==> src/rtl/dht_cmd_pkg.sv <==
// Shared command/response encodings and FSM states for the DHT11 response builder.
package dht_cmd_pkg;

  localparam logic [7:0] CMD_STATUS    = 8'h00;
  localparam logic [7:0] CMD_READ_TEMP = 8'h01;
  localparam logic [7:0] CMD_READ_HUM  = 8'h02;

  localparam logic [7:0] RSP_OK           = 8'h07;
  localparam logic [7:0] RSP_HUM          = 8'h08;
  localparam logic [7:0] RSP_TEMP         = 8'h09;
  localparam logic [7:0] RSP_SENSOR_ERR   = 8'h1F;
  localparam logic [7:0] RSP_CHECKSUM_ERR = 8'h2F;
  localparam logic [7:0] RSP_TIMEOUT      = 8'h3F;
  localparam logic [7:0] RSP_INVALID      = 8'hEF;

  localparam int unsigned DEFAULT_TIMEOUT_CYCLES = 100_000_000;

  typedef enum logic [2:0] {
    ST_IDLE      = 3'd0,
    ST_START     = 3'd1,
    ST_WAIT      = 3'd2,
    ST_CHECK     = 3'd3,
    ST_SEND_CODE = 3'd4,
    ST_SEND_DATA = 3'd5
  } state_t;

  function automatic logic is_valid_cmd(input logic [7:0] cmd);
    return (cmd == CMD_STATUS) || (cmd == CMD_READ_TEMP) || (cmd == CMD_READ_HUM);
  endfunction

  function automatic logic [7:0] success_code(input logic [7:0] cmd);
    case (cmd)
      CMD_READ_TEMP: return RSP_TEMP;
      CMD_READ_HUM:  return RSP_HUM;
      default:       return RSP_OK;
    endcase
  endfunction

endpackage

==> src/rtl/dht11_checksum_check.sv <==
// Combinational DHT11 frame checksum test: low byte of the four-byte sum must equal checksum.
module dht11_checksum_check (
  input  logic [7:0] hum_int,
  input  logic [7:0] hum_float,
  input  logic [7:0] temp_int,
  input  logic [7:0] temp_float,
  input  logic [7:0] checksum,
  output logic       ok
);

  logic [9:0] sum;

  always_comb begin
    sum = {2'b00, hum_int} + {2'b00, hum_float} + {2'b00, temp_int} + {2'b00, temp_float};
    ok  = (sum[7:0] == checksum);
  end

endmodule

==> src/rtl/dht11_response_builder.sv <==
// Runs one DHT11 measurement per command and returns a (code, data) byte pair to the UART TX.
module dht11_response_builder
  import dht_cmd_pkg::*;
#(
  parameter int unsigned TIMEOUT_CYCLES = DEFAULT_TIMEOUT_CYCLES
) (
  input  logic       clock,
  input  logic       reset,
  input  logic       req_valid,
  input  logic [7:0] req_command,
  output logic       busy,
  output logic [7:0] sensor_enable,
  output logic       sensor_reset,
  input  logic [7:0] sensor_hum_int,
  input  logic [7:0] sensor_hum_float,
  input  logic [7:0] sensor_temp_int,
  input  logic [7:0] sensor_temp_float,
  input  logic [7:0] sensor_checksum,
  input  logic       sensor_done,
  input  logic       sensor_error,
  output logic       tx_valid,
  output logic [7:0] tx_data,
  input  logic       tx_ready
);

  localparam logic [26:0] TIMEOUT_LAST = 27'(TIMEOUT_CYCLES - 1);
  localparam logic [26:0] HOLDOFF      = 27'd2;

  state_t      state, state_next;
  logic [7:0]  cmd, code, data;
  logic [26:0] wait_cnt;
  logic        err_smp;
  logic [7:0]  f_hum_int, f_hum_float, f_temp_int, f_temp_float, f_checksum;
  logic        sum_ok;
  logic        done_accept, timed_out;

  dht11_checksum_check u_checksum (
    .hum_int    (f_hum_int),
    .hum_float  (f_hum_float),
    .temp_int   (f_temp_int),
    .temp_float (f_temp_float),
    .checksum   (f_checksum),
    .ok         (sum_ok)
  );

  // Done is only trusted once the holdoff has elapsed; it wins over a coincident timeout.
  assign done_accept = (state == ST_WAIT) && (wait_cnt >= HOLDOFF) && sensor_done;
  assign timed_out   = (state == ST_WAIT) && !done_accept && (wait_cnt >= TIMEOUT_LAST);

  always_ff @(posedge clock) begin
    if (reset) state <= ST_IDLE;
    else       state <= state_next;
  end

  always_comb begin
    state_next    = state;
    busy          = 1'b1;
    sensor_enable = 8'h00;
    sensor_reset  = 1'b0;
    tx_valid      = 1'b0;
    tx_data       = 8'h00;
    case (state)
      ST_IDLE: begin
        busy = 1'b0;
        if (req_valid) state_next = is_valid_cmd(req_command) ? ST_START : ST_SEND_CODE;
      end
      ST_START: begin
        sensor_enable = 8'h01;
        sensor_reset  = 1'b1;
        state_next    = ST_WAIT;
      end
      ST_WAIT: begin
        sensor_enable = 8'h01;
        if (done_accept)    state_next = ST_CHECK;
        else if (timed_out) state_next = ST_SEND_CODE;
      end
      ST_CHECK: state_next = ST_SEND_CODE;
      ST_SEND_CODE: begin
        tx_valid = 1'b1;
        tx_data  = code;
        if (tx_ready) state_next = ST_SEND_DATA;
      end
      ST_SEND_DATA: begin
        tx_valid = 1'b1;
        tx_data  = data;
        if (tx_ready) state_next = ST_IDLE;
      end
      default: state_next = ST_IDLE;
    endcase
  end

  always_ff @(posedge clock) begin
    if (reset) begin
      cmd          <= '0;
      code         <= '0;
      data         <= '0;
      wait_cnt     <= '0;
      err_smp      <= 1'b0;
      f_hum_int    <= '0;
      f_hum_float  <= '0;
      f_temp_int   <= '0;
      f_temp_float <= '0;
      f_checksum   <= '0;
    end else begin
      case (state)
        ST_IDLE: begin
          if (req_valid) begin
            cmd  <= req_command;
            data <= '0;
            if (!is_valid_cmd(req_command)) code <= RSP_INVALID;
          end
        end
        ST_START: wait_cnt <= '0;
        ST_WAIT: begin
          if (wait_cnt != '1) wait_cnt <= wait_cnt + 27'd1;
          if (done_accept) begin
            err_smp      <= sensor_error;
            f_hum_int    <= sensor_hum_int;
            f_hum_float  <= sensor_hum_float;
            f_temp_int   <= sensor_temp_int;
            f_temp_float <= sensor_temp_float;
            f_checksum   <= sensor_checksum;
          end else if (timed_out) begin
            code <= RSP_TIMEOUT;
            data <= '0;
          end
        end
        ST_CHECK: begin
          if (err_smp) begin
            code <= RSP_SENSOR_ERR;
            data <= '0;
          end else if (!sum_ok) begin
            code <= RSP_CHECKSUM_ERR;
            data <= '0;
          end else begin
            code <= success_code(cmd);
            case (cmd)
              CMD_READ_TEMP: data <= f_temp_int;
              CMD_READ_HUM:  data <= f_hum_int;
              default:       data <= '0;
            endcase
          end
        end
        default: ;
      endcase
    end
  end

endmodule

==> config.mk <==
export PLATFORM = sky130hd
export DESIGN_NAME = dht11_response_builder
export DESIGN_NICKNAME = d
export VERILOG_FILES = /design/src/rtl/dht_cmd_pkg.sv /design/src/rtl/dht11_checksum_check.sv /design/src/rtl/dht11_response_builder.sv
export SDC_FILE = /design/constraint.sdc
export NUM_CORES = 1
export LEC_CHECK = 0
export CAP_MARGIN = 20
export CORE_ASPECT_RATIO = 1.1
export CORE_UTILIZATION = 58
export CTS_BUF_LIST = sky130_fd_sc_hd__clkbuf_16
export CTS_CLUSTER_DIAMETER = 50
export DETAILED_ROUTE_END_ITERATION = 6
export HOLD_SLACK_MARGIN = 0.06
export PLACE_DENSITY = 0.84
export SETUP_SLACK_MARGIN = 0.05
export SLEW_MARGIN = 20
export SYNTH_ARGS = -nofsm -noshare
export SYNTH_HDL_FRONTEND = slang
export SYNTH_SLANG_ARGS = --single-unit
export TNS_END_PERCENT = 30
==> constraint.sdc <==
create_clock -name clock -period 8 [get_ports clock]
set_clock_uncertainty 0.1 [all_clocks]
set_input_delay 2.4 -clock clock [delete_from_list [all_inputs] [get_ports clock]]
set_output_delay 2.4 -clock clock [all_outputs]
set_load 0.02 [all_outputs]
==> results of run 1 <==
## registers in the layout, summed over array words and instances (netlist names)
| signal | flops |
|---|---|
| wait_cnt | 27 |
| cmd | 8 |
| data | 8 |
| f_checksum | 8 |
| f_hum_float | 8 |
| f_hum_int | 8 |
| f_temp_float | 8 |
| f_temp_int | 8 |
| code | 6 |
| state | 3 |
| err_smp | 1 |
## routing by layer
layer	share of wire, %	up-vias
met5	0	-
met4	2.4	0
met3	4.9	23
met2	51	133
met1	42	1949
li1	-	2042
## through the flow
stage | util, % | std cells | hold slack (ns) | setup slack [ns] | total power [uW]
2_1_floorplan | - | 591 | 0.331 | 4.08 | 701
3_3_place_gp | 68.0 | 728 | 0.344 | 3.56 | 788
3_5_place_dp | 68.0 | 728 | 0.347 | 3.48 | 794
4_1_cts | 72.3 | 743 | 0.361 | 3.17 | 1270
5_1_grt | 72.3 | 743 | 0.385 | 3.09 | 1320
6_report | 72.3 | 743 | 0.360 | 3.16 | 1270
## logic make-up after synthesis
family                     share of synthesized area, %
AOI/OAI and AO/OA                                  14.2
other                                            0.0784
xor gates and xnor gates                           7.69
adders and majority gates                          8.21
muxes                                              1.31
and+or+nand+nor                                    23.6
DFF                                                38.9
buffers and inverters                              5.96
## area by class of cell
| cell class | instances | area (um2) |
|---|---|---|
| clock buffers | 9 | 225 |
| clock inverters | 6 | 111 |
| fillers | 612 | 2200 |
| inverters | 27 | 103 |
| multi-input cells | 434 | 2660 |
| flip-flops and latches | 93 | 1860 |
| well taps | 108 | 135 |
| repair buffers | 66 | 656 |
## where the power goes
group	internal (uW)	switching, uW	leakage, uW
Combinational	113	154	0.00119
Sequential	488	33.7	0.000752
Clock	304	179	0.000162
## worst max-delay path by stage
stage	start	to
finish	state[0]	sensor_reset
global route	state[0]	sensor_reset
CTS	state[0]	sensor_reset
detailed placement	reset	wait_cnt[6]
global placement	state[0]	sensor_reset
floorplan	state[0]	tx_data[1]
## synth_stat cells, types with 6 or more instances
library cell | n | share of area (%)
sky130_fd_sc_hd__a211oi_1 | 6 | 0.94
sky130_fd_sc_hd__a21oi_1 | 65 | 6.8
sky130_fd_sc_hd__a22o_1 | 16 | 2.9
sky130_fd_sc_hd__buf_2 | 8 | 0.84
sky130_fd_sc_hd__buf_4 | 7 | 1.1
sky130_fd_sc_hd__clkbuf_1 | 19 | 1.5
sky130_fd_sc_hd__dfxtp_1 | 93 | 39
sky130_fd_sc_hd__fa_1 | 14 | 5.9
sky130_fd_sc_hd__ha_1 | 9 | 2.4
sky130_fd_sc_hd__inv_1 | 26 | 2.0
sky130_fd_sc_hd__nand2_1 | 120 | 9.4
sky130_fd_sc_hd__nand3_1 | 17 | 1.8
sky130_fd_sc_hd__nand4_1 | 9 | 1.2
sky130_fd_sc_hd__nor2_1 | 47 | 3.7
sky130_fd_sc_hd__nor3_1 | 11 | 1.2
sky130_fd_sc_hd__nor4_1 | 8 | 1.0
sky130_fd_sc_hd__o21ai_0 | 6 | 0.63
sky130_fd_sc_hd__xnor2_1 | 29 | 5.3
sky130_fd_sc_hd__xor2_1 | 13 | 2.4
## tightest hold or removal path, stage by stage, from the launching register on
cell                      delay [ns]
sky130_fd_sc_hd__dfxtp_1        0.31
sky130_fd_sc_hd__nand2_1        0.05
sky130_fd_sc_hd__a21oi_1        0.05
==> impl_metrics.toml, run 1 <==
[yosys]
number_of_instances_in_the_synthesized_netlist = 585
mappedNetlistArea_mm2 = 0.00478
synth_sequential_area_ratio_pct = 38.9
synth_area_per_cell_um2 = 8.18
synth_cell_type_count = 51
synth-main-ff-cell = "sky130_fd_sc_hd__dfxtp_1"
postSynthRegisterBits = 93
async_reset_ff_share_pct = 0
number_of_synthesized_flops_with_an_enable_pin = 0
synth.yosys.warnings = 0

[cells_and_area]
final_common_cell = "sky130_fd_sc_hd__nand2_1"
final_layout_size_suffix_gt1_share_pct = 4.57
layout_common_cells = "sky130_fd_sc_hd__nand2_1 (120), sky130_fd_sc_hd__dfxtp_1 (93), sky130_fd_sc_hd__a21oi_1 (65)"
areaGrowthSynthToFinish_pct = 20.2
num-nets-final = 708
fin_area_mm2 = 0.00575
antenna_cells_inserted = 0

[critical_path]
critPathMaxStageDelay_ns = 0.82
rr_worst_depth = 13
timing.critical_path.from_type = "flip-flop"
critPathRequiredTime_ns = 5.50
cpLargestDelayFamily = "flip-flops"
crit_type = "reg2out"
ff2ff_setup_slack_ns = 3.99
worstPathArrival_ns = 2.34
cp_num_cells = 3
regToRegStartpoint = "f_hum_int[1]"
crit-reg2reg-capture = "data[1]"
worstPathCellList = "or3b_4 -> clkinv_2 -> clkdlybuf4s50_1"
worst-path-max-fanout = 21
worstSetupEndpointType = "primary output"
worst-path-buf-inv = 2
crit_slowest_cell = "sky130_fd_sc_hd__dfxtp_1"

[pwr]
power.density_mw_per_mm2 = 221
ir_worst_vdd_uv = 127
leakage_uw = 0.00210

[floorplan]
placement_rows = 34
floorplan.die.height_um = 97.3
floorplan.die_area_mm2 = 0.00862
core_region_area_mm2 = 0.00796
chipWidth_um = 88.6
initial_utilization_pct = 60.1
ios = 73

[cts]
clock_tree_from_tritoncts = "yes"
holdBufCountCts = 0
cts.root.buffer_cell = "sky130_fd_sc_hd__clkbuf_16"
post-cts-setup-buffer-count = 0
cts_buffers = 9
cts_htree_levels = 3
cts.reportedPaths.clkPinSlew_ns = 0.06
post_cts_resized = 0
clock_tree.buffer_depth = 2
clock_insertion_delay_worst_skew_ns = 0.34
clock-sinks = 93

[sta]
worst_margin_slew_ns = 0.969
timing.fmax_ghz = 0.207
max-slew-margin-rel_pct = 35.4
finalCritPeriodShare_pct = 60.5
grt_setup_unrepaired = "false"
setup-tns-final_ns = 0
finalCriticalPeriod_ns = 4.84
setup_violations_final = 0
number_of_max_slew_violations_in_the_final_report = 0
hold_viol_final = 0

[min_path]
hold_depth = 2
hold_path.class = "reg2reg"
worstHoldEndpoint = "err_smp"
hold_start = "err_smp"

[drt]
wl_per_cell_um = 15.0
drt_iter0_markers = 263
drt_pre_antenna_iters = 5
vias = 4147
drcViolationCount = 0
route.antenna.remaining_nets = 0
drt-total-wl_um = 11100
detail_route.vias_per_cell = 5.58

[run]
drv.max_cap_violation_count = 0

[global_routing]
grt_start_max_net_pins = 66
grtUsageTotal_pct = 27.5
vias_in_the_first_global_route = 4162
globalRoute.totalOverflow = 0
antenna_found_initial = 0
grt_util_met1_pct = 35.2
grt_most_used_layer = "met2"
use_met3_pct = 3.23
grt_first_pass_wirelength_um = 18700
grt.met2_usage_pct = 46.2

[place]
dp_hpwl_um = 7750
final_weighted_congestion_in_routability_driven_placement = 0.890
placed_instance_area_mm2 = 0.00541
numPortBuffers = 65

[outcome]
status = "finished, final reports clean"
(Power assumes the default switching activity.)
==> run 2, diff against run 1 <==
CORE_UTILIZATION = 49   (was 58)
PLACE_DENSITY = 0.75   (was 0.84)
clock period = 4.4 ns   (was 8 ns; I/O delays follow)
==> impl_metrics.toml, run 2 (synthesis results as in run 1) <==
[outcome]
status = "finished, final reports clean"

[sta]
timing.fmax_ghz = 0.255
hold_viol_final = 0
max-slew-margin-rel_pct = 41.7
finalCriticalPeriod_ns = 3.92
setup-tns-final_ns = 0
setup_violations_final = 0
finalCritPeriodShare_pct = 89.2
number_of_max_slew_violations_in_the_final_report = 0
worst_margin_slew_ns = 0.873
grt_setup_unrepaired = "false"

[cts]
clock_insertion_delay_worst_skew_ns = 0.34
holdBufCountCts = 0
cts.reportedPaths.clkPinSlew_ns = 0.06
cts.root.buffer_cell = "sky130_fd_sc_hd__clkbuf_16"
clock_tree.buffer_depth = 2
clock-sinks = 93
cts_buffers = 9
post_cts_resized = 0
post-cts-setup-buffer-count = 0
clock_tree_from_tritoncts = "yes"
cts_htree_levels = 3

[global_routing]
globalRoute.totalOverflow = 0
vias_in_the_first_global_route = 3884
grt_first_pass_wirelength_um = 18000
grt_start_max_net_pins = 44
grtUsageTotal_pct = 22.7
antenna_found_initial = 0

[floorplan]
ios = 73
floorplan.die_area_mm2 = 0.0102
core_region_area_mm2 = 0.00940
floorplan.die.height_um = 106
placement_rows = 37
chipWidth_um = 96.2
initial_utilization_pct = 50.9

[critical_path]
worstSetupEndpointType = "flip-flop"
timing.critical_path.from_type = "flip-flop"
worst-path-max-fanout = 8
crit_type = "reg2reg"
worstPathCellList = "fa_1 -> inv_1 -> fa_1 -> inv_1 -> ha_1 -> fa_1 -> a21o_1 -> a21oi_1 -> xnor2_1 -> nor3_1 -> and4b_1 -> and4b_1 -> a22o_1"
worstPathArrival_ns = 4.11
critPathMaxStageDelay_ns = 0.54
critPathRequiredTime_ns = 4.58
critical_path.most_common_cell = "sky130_fd_sc_hd__fa_1"
crit_slowest_cell = "sky130_fd_sc_hd__fa_1"

[drt]
drt-total-wl_um = 10700
detail_route.vias_per_cell = 5.37
drt_pre_antenna_iters = 4
drt_iter0_markers = 179
wl_per_cell_um = 14.2
route.antenna.remaining_nets = 0
vias = 4056
drcViolationCount = 0

[pwr]
power.density_mw_per_mm2 = 376
ir_worst_vdd_uv = 264
leakage_uw = 0.00208

[run]
drv.max_cap_violation_count = 0

[place]
dp_hpwl_um = 7790
numPortBuffers = 65
placed_instance_area_mm2 = 0.00544
final_weighted_congestion_in_routability_driven_placement = 0.873

[cells_and_area]
layout_common_cells = "sky130_fd_sc_hd__nand2_1 (120), sky130_fd_sc_hd__dfxtp_1 (93), sky130_fd_sc_hd__a21oi_1 (65)"
num-nets-final = 710
largest_register_ffs = 27
final_common_cell = "sky130_fd_sc_hd__nand2_1"
fin_area_mm2 = 0.00571
final_layout_size_suffix_gt1_share_pct = 4.55
top_register = "wait_cnt"
antenna_cells_inserted = 0
areaGrowthSynthToFinish_pct = 19.3

[min_path]
hold_path.class = "reg2reg"
-- run 2: cell count changes in the layout (fill, tap and decap cells not counted), sizes merged --
cell	change
inv	+1
buf	+2
bufinv	-3
clkinv	+1
clkinvlp	+2
-- run 2: worst paths after layout --
check | start | to | slack, ns | cells past startpoint
hold reg to reg | cmd[6] | cmd[6] | 0.36 | 2
hold / removal | cmd[6] | cmd[6] | 0.36 | 2
setup reg to reg | f_hum_int[1] | data[2] | 0.48 | 13
setup / recovery | f_hum_int[1] | data[2] | 0.48 | 13
-- run 2: through the flow --
stage / utilization, % / hold slack [ns] / cells / power (uW) / setup slack (ns)
finish: 60.7 / 0.364 / 755 / 2150 / 0.476
global route: 60.7 / 0.371 / 755 / 2250 / 0.256
CTS: 60.7 / 0.359 / 755 / 2150 / 0.469
detailed placement: 57.9 / 0.350 / 739 / 1460 / 0.555
global placement: 57.9 / 0.344 / 739 / 1440 / 0.701
floorplan: - / 0.331 / 591 / 1270 / 0.831
-- run 2: routing by layer --
metal | track usage (%) | wire [um]
met1 | 32.0 | 5010
met2 | 35.1 | 4960
met3 | 3.10 | 571
met4 | 8.10 | 157
met5 | 0 | 0
-- run 2: cell type report --
type / instances / area [um2]
well taps: 117 / 146
flip-flops and latches: 93 / 1860
fillers: 838 / 3690
clock inverters: 7 / 42.5
clock buffers: 9 / 225
multi-input cells: 434 / 2660
repair buffers: 68 / 668
inverters: 27 / 103
-- run 2: report_power, final --
group,switching (uW),internal (uW),leakage (uW)
Clock,325,379,0.000124
Sequential,61.7,887,0.000752
Combinational,287,209,0.00120
-- run 2: worst max-delay path: cells and delay by family (launching register included) --
| family | cells | cell delay [ns] |
|---|---|---|
| XOR/XNOR | 1 | 0.10 |
| AND/OR/NAND/NOR | 3 | 0.96 |
| flip-flops | 1 | 0.34 |
| AO/OA/AOI/OAI | 3 | 0.56 |
| adder cells (fa/ha/maj) | 4 | 1.68 |
| buffers and inverters | 2 | 0.10 |
==> run 3, diff against run 2 <==
CTS_CLUSTER_SIZE = 12   (was not set)
==> results of run 3 <==
Same layout as run 2: the final DEF is identical, and so are final timing and power.
